**src/rtl/parity_sched.sv**
```systemverilog
// parity_sched: shared bit-serial odd-parity engine with request arbitration.
// Up to NREQ requesters present WIDTH-bit words. One requester is granted at a
// time. The granted word is shifted through a single parity accumulator at one
// bit per clock, and the result comes back with a one-cycle ack.
// Build option: define PARITY_FIXED_PRIO_EN for fixed priority, where the lowest
// index wins. The default build uses round-robin arbitration starting after the
// last grant.
module parity_sched #(
  parameter int NREQ  = 4,
  parameter int WIDTH = 8,
  parameter int IDW   = $clog2(NREQ)
) (
  input  logic                  clk,
  input  logic                  rst,
  input  logic [NREQ-1:0]       req,
  input  logic [NREQ*WIDTH-1:0] data,
  output logic [NREQ-1:0]       ack,
  output logic                  done,
  output logic                  parity,
  output logic [IDW-1:0]        grant_id,
  output logic                  busy
);

  localparam int CW = (WIDTH > 1) ? $clog2(WIDTH) : 1;

  typedef enum logic [1:0] {
    IDLE,
    SHIFT,
    DONE
  } state_t;

  state_t            state;
  state_t            state_nxt;
  logic [WIDTH-1:0]  words [NREQ];
  logic [WIDTH-1:0]  shift_reg;
  logic              acc;
  logic [CW-1:0]     count;
  logic              last_shift;
  logic              any_req;
  logic [IDW-1:0]    winner;
  logic [IDW-1:0]    search_base;
  logic [IDW-1:0]    cand;
  logic              found;

`ifndef PARITY_FIXED_PRIO_EN
  logic [IDW-1:0]    last_grant;
`endif

  // Split the flat data bus into one word per requester.
  for (genvar g = 0; g < NREQ; g++) begin : g_words
    assign words[g] = data[g*WIDTH +: WIDTH];
  end

  assign any_req    = |req;
  assign last_shift = (count == CW'(WIDTH - 1));

  // Arbiter: scan from the slot after search_base and wrap around. The first
  // requesting slot found wins. Fixed priority is the same scan with the base
  // pinned to the top index, so the scan starts at requester 0.
  // NOTE: every variable written in a combinational block gets a default first, so no latch is inferred.
  always_comb begin
`ifdef PARITY_FIXED_PRIO_EN
    search_base = IDW'(NREQ - 1);
`else
    search_base = last_grant;
`endif
    winner = '0;
    found  = 1'b0;
    cand   = search_base;
    for (int k = 0; k < NREQ; k++) begin
      cand = (cand == IDW'(NREQ - 1)) ? '0 : cand + IDW'(1);
      if (!found && req[cand]) begin
        winner = cand;
        found  = 1'b1;
      end
    end
  end

  // State register; reset has priority over every transition.
  // NOTE: sequential state uses non-blocking assignments so all flops update together at the edge.
  always_ff @(posedge clk) begin
    if (rst) state <= IDLE;
    else     state <= state_nxt;
  end

  // Next-state and handshake outputs. The outputs are decoded from the
  // registered state, so they are glitch-free with respect to req.
  always_comb begin
    state_nxt = state;
    busy      = (state != IDLE);
    done      = (state == DONE);
    ack       = '0;
    case (state)
      IDLE:    if (any_req) state_nxt = SHIFT;
      SHIFT:   if (last_shift) state_nxt = DONE;
      DONE:    state_nxt = IDLE;
      default: state_nxt = IDLE;
    endcase
    if (done) ack = NREQ'(1) << grant_id;
  end

  // Datapath: capture the word on grant, then fold one bit per clock into acc.
  // On the final shift, the folded value goes straight to the parity output.
  // NOTE: the shift register and accumulator are explicitly reset (not left as don't-care storage) so the block comes up in a fully known state.
  always_ff @(posedge clk) begin
    if (rst) begin
      grant_id   <= '0;
`ifndef PARITY_FIXED_PRIO_EN
      last_grant <= IDW'(NREQ - 1);
`endif
      shift_reg  <= '0;
      acc        <= 1'b0;
      count      <= '0;
      parity     <= 1'b0;
    end else begin
      case (state)
        IDLE: begin
          if (any_req) begin
            grant_id   <= winner;
`ifndef PARITY_FIXED_PRIO_EN
            last_grant <= winner;
`endif
            shift_reg  <= words[winner];
            acc        <= 1'b1;
            count      <= '0;
          end
        end
        SHIFT: begin
          acc       <= acc ^ shift_reg[0];
          shift_reg <= shift_reg >> 1;
          count     <= count + CW'(1);
          if (last_shift) parity <= acc ^ shift_reg[0];
        end
        default: ;
      endcase
    end
  end

endmodule

```
**config.mk**
```make
export PLATFORM = sky130hd
export DESIGN_NAME = parity_sched
export DESIGN_NICKNAME = d
export VERILOG_FILES = /design/src/rtl/parity_sched.sv
export SDC_FILE = /design/constraint.sdc
export NUM_CORES = 1
export LEC_CHECK = 0
export BUFFER_PORTS_ARGS = -buffer_cell sky130_fd_sc_hd__buf_2
export CORE_ASPECT_RATIO = 1.25
export CORE_MARGIN = 2
export CORE_UTILIZATION = 45
export CTS_CLUSTER_SIZE = 28
export DETAILED_ROUTE_END_ITERATION = 8
export GPL_ROUTABILITY_DRIVEN = 0
export HOLD_SLACK_MARGIN = 0.05
export PLACE_DENSITY = 0.75
export SETUP_SLACK_MARGIN = 0.2
export SLEW_MARGIN = 20
export SYNTH_ARGS = -nofsm -noshare
export SYNTH_HDL_FRONTEND = slang
export SYNTH_SLANG_ARGS = --single-unit
export TNS_END_PERCENT = 10
```
**constraint.sdc**
```tcl
create_clock -name clk -period 2.4 [get_ports clk]
set_input_delay 0.36 -clock clk [delete_from_list [all_inputs] [get_ports clk]]
set_output_delay 0.36 -clock clk [all_outputs]
set_load 0.02 [all_outputs]
```
==> results.toml <==
[power]
combPwrFrac_pct = 53.8
p_sw_w = 0.0004751
swShare_pct = 37.21
p_total_w = 0.001277
leakagePower_nw = 0.8266
cellPowerDensity_nw_per_um2 = 727.5
power_frac_seq_pct = 33.6
peakVddDrop_mv = 0.5358
power_frac_clock_pct = 12.6
intPower_w = 0.0008019

[layout]
drive_gt1_share_pct = 38.21
largest_reg_flops = 8
finish.utilization_pct = 59.05
final_nets = 254
fill_cells = 287
syn2layout_area_growth_pct = 23.29
n_antenna_cell = 0

[global_routing]
grt.busiest_layer = "met2"
overflow = 0
gr-usage-met1_pct = 20.11
grt_max_degree = 22
use_met3_pct = 2.691
grt.total_usage_pct = 19.10
met2_usage_pct = 36.14
grt_pass1_wl_mm = 5.161
grt_pass1_vias = 1245
antenna_found_initial = 0

[worst_setup_path]
reg2reg_depth = 8
rr_startpoint = "last_grant[0]$_SDFFE_PP1P_"
path_cells = "buf_4 -> nand2b_1 -> a311oi_2 -> o22ai_2 -> buf_4 -> mux2_4 -> nand2_2 -> o221ai_2"
critPathLaunchType = "flop"
arrival_ns = 2.30
ff2ff_setup_slack_ns = 0.28
end_kind = "flop"
rr_endpoint = "shift_reg[5]$_SDFFE_PP0P_"
required_ns = 2.58
cp_max_fo = 17
critical_path.most_common_cell = "buf_4"
crit_slowest_cell = "a311oi_2"
critPathMaxStageDelay_ns = 0.38
path_class = "reg2reg"

[sta]
finalSetupViolations = 0
setup-tns-final_ns = 0
finalMaxSlewViolations = 0
rsz0062_at_grt = "true"
maxSlewHeadroom_pct = 73.22
final.setup_skew_ns = 0.002992
tightest_slew_ns = 0.4017
period_share_pct = 88.29
max_freq_mhz = 471.9
period_minus_slack_ns = 2.119
hold_viol = 0

[floorplan]
row_count = 22
start_util_pct = 47.90
dieHeight_um = 66.89
die_w_um = 54.31
fp.coreArea_um2 = 2973
top_level_ports = 47
die_area_um2 = 3633

[routing]
drtIter0Drc = 15
vias = 1370
first_pass_iters = 4
route.detailed.drc = 0
finalWirelength_mm = 3.188
wl_per_cell_um = 12.85
drt-vias-per-instance = 5.524
ant_nets = 0

[placement]
dp_hpwl_mm = 2.351
io_buffers = 46

[logic_synthesis]
synth_compound_area_share_pct = 23.55
ys_seq_elements = 19
synthMuxAreaShare_pct = 14.06
yosys.area_share.simple_pct = 23.73
async_flop_share_pct = 0
synth_enable_flop_cells = 0
synth_area_per_cell_um2 = 8.475
synthTopCellsByCount = "a21oi_1, dfxtp_1, nand2_1"
synthXorXnorAreaFrac_pct = 1.845
synthAdderAreaFrac_pct = 2.636
synthFlopType = "dfxtp_1"
synth_top_area_share_pct = 26.71
synth_fp_nets = 209
synth_top_family_by_area = "simple AND/OR/NAND/NOR gates"
yosysTopAreaCell = "dfxtp_1"
synth_seq_area_share_pct = 26.71
synthCells = 168
synth_area_leaders = "dfxtp_1, a21oi_1, mux2i_1, mux2_2, o221ai_1"
syn_area_um2 = 1424
ys_types = 47
yosysWarnings = 0

[min_path]
hold_path.class = "in2reg"
worstHoldPathCells = 3
whs_endpoint = "shift_reg[7]$_SDFFE_PP0P_"
min_from = "data[31]"

[run]
max-cap-violations = 0

[clock_network]
cts_sinks = 19
cts_inserted_buffers = 3
tritoncts = "yes"
clock_path_buffers = 2
insertion_delay_ns = 0.30
cts-htree-levels = 1
path_clk_slew_ns = 0.10
cts-hold-fix-buffers = 0
root_buffer = "clkbuf_4"

[outcome]
status = "completed"
## cell type report
cell class                 instances  area, um^2  area share (%)
sequential                        19       382.9           21.81
timing repair buffer              55       301.5           17.18
inverter                           3       11.26          0.6415
clock buffer                       4       26.28           1.497
multi-input combinational        131       988.4           56.31
tap                               36       45.04           2.566
## timing repair
item / CTS / global route
setup endpoints to repair: 8 / 8
resized for setup: 3 / 7
pin swaps: 0 / 2
buffers inserted: 0 / 2
## worst max path at each step
stage	start	end	cells past startpoint
floorplan	last_grant[0]$_SDFFE_PP1P_	shift_reg[5]$_SDFFE_PP0P_	9
global placement	last_grant[0]$_SDFFE_PP1P_	shift_reg[0]$_SDFFE_PP0P_	8
detailed placement	last_grant[0]$_SDFFE_PP1P_	shift_reg[5]$_SDFFE_PP0P_	8
CTS	last_grant[0]$_SDFFE_PP1P_	shift_reg[7]$_SDFFE_PP0P_	8
global route	last_grant[0]$_SDFFE_PP1P_	shift_reg[7]$_SDFFE_PP0P_	8
finish	last_grant[0]$_SDFFE_PP1P_	shift_reg[5]$_SDFFE_PP0P_	8
## routing by layer
metal | share of wire [%] | vias up
met5 | 0 | -
met4 | 1.3 | 0
met3 | 2.9 | 4
met2 | 53 | 30
met1 | 42 | 629
li1 | - | 707
## cell families after synthesis
kind of cell	Yosys count
simple gates	61
buf+inv	18
fa+ha+maj	3
flops	19
mux	18
xor+xnor	3
compound gates	46
## cells in the final DEF (no fill, tap or decap), types with 3 or more instances in the layout
| master | count |
|---|---|
| buf_2 | 46 |
| inv_1 | 3 |
| and3_1 | 8 |
| dfxtp_1 | 17 |
| mux2i_1 | 8 |
| buf_4 | 8 |
| o221ai_1 | 6 |
| nand3_1 | 5 |
| a21oi_1 | 18 |
| xor2_1 | 3 |
| nand2_1 | 12 |
| nand2b_1 | 5 |
| clkbuf_4 | 3 |
| mux2_2 | 6 |
| nor2_1 | 11 |
| nor3_1 | 3 |
| nor2b_1 | 4 |
## critical path, delay by kind of cell, from the launching register on
kind / cells / cell delay [ns]
AO/OA/AOI/OAI: 3 / 0.61
flip-flops: 1 / 0.35
multiplexers: 1 / 0.31
buffers and inverters: 2 / 0.40
AND/OR/NAND/NOR: 2 / 0.33
## power groups by stage
stage	clock network (W)	registers [W]	logic [W]
floorplan	0	0.000428	0.000504
global placement	0	0.000429	0.000609
detailed placement	0	0.000431	0.000618
CTS	0.000166	0.000427	0.000639
global route	0.000179	0.000436	0.000753
finish	0.000161	0.000429	0.000687
## per-stage QoR
stage	worst slack [ns]	cell area, um^2	hold slack, ns	cells
after floorplan	0.1959	1431	0.4516	168
after global placement	0.1056	1664	0.4398	242
after detailed placement	0.03659	1664	0.4420	242
after CTS	0.2473	1708	0.3322	246
after global routing	0.1479	1755	0.3669	248
final	0.2810	1755	0.3292	248
Power figures use the tool's default switching activity.
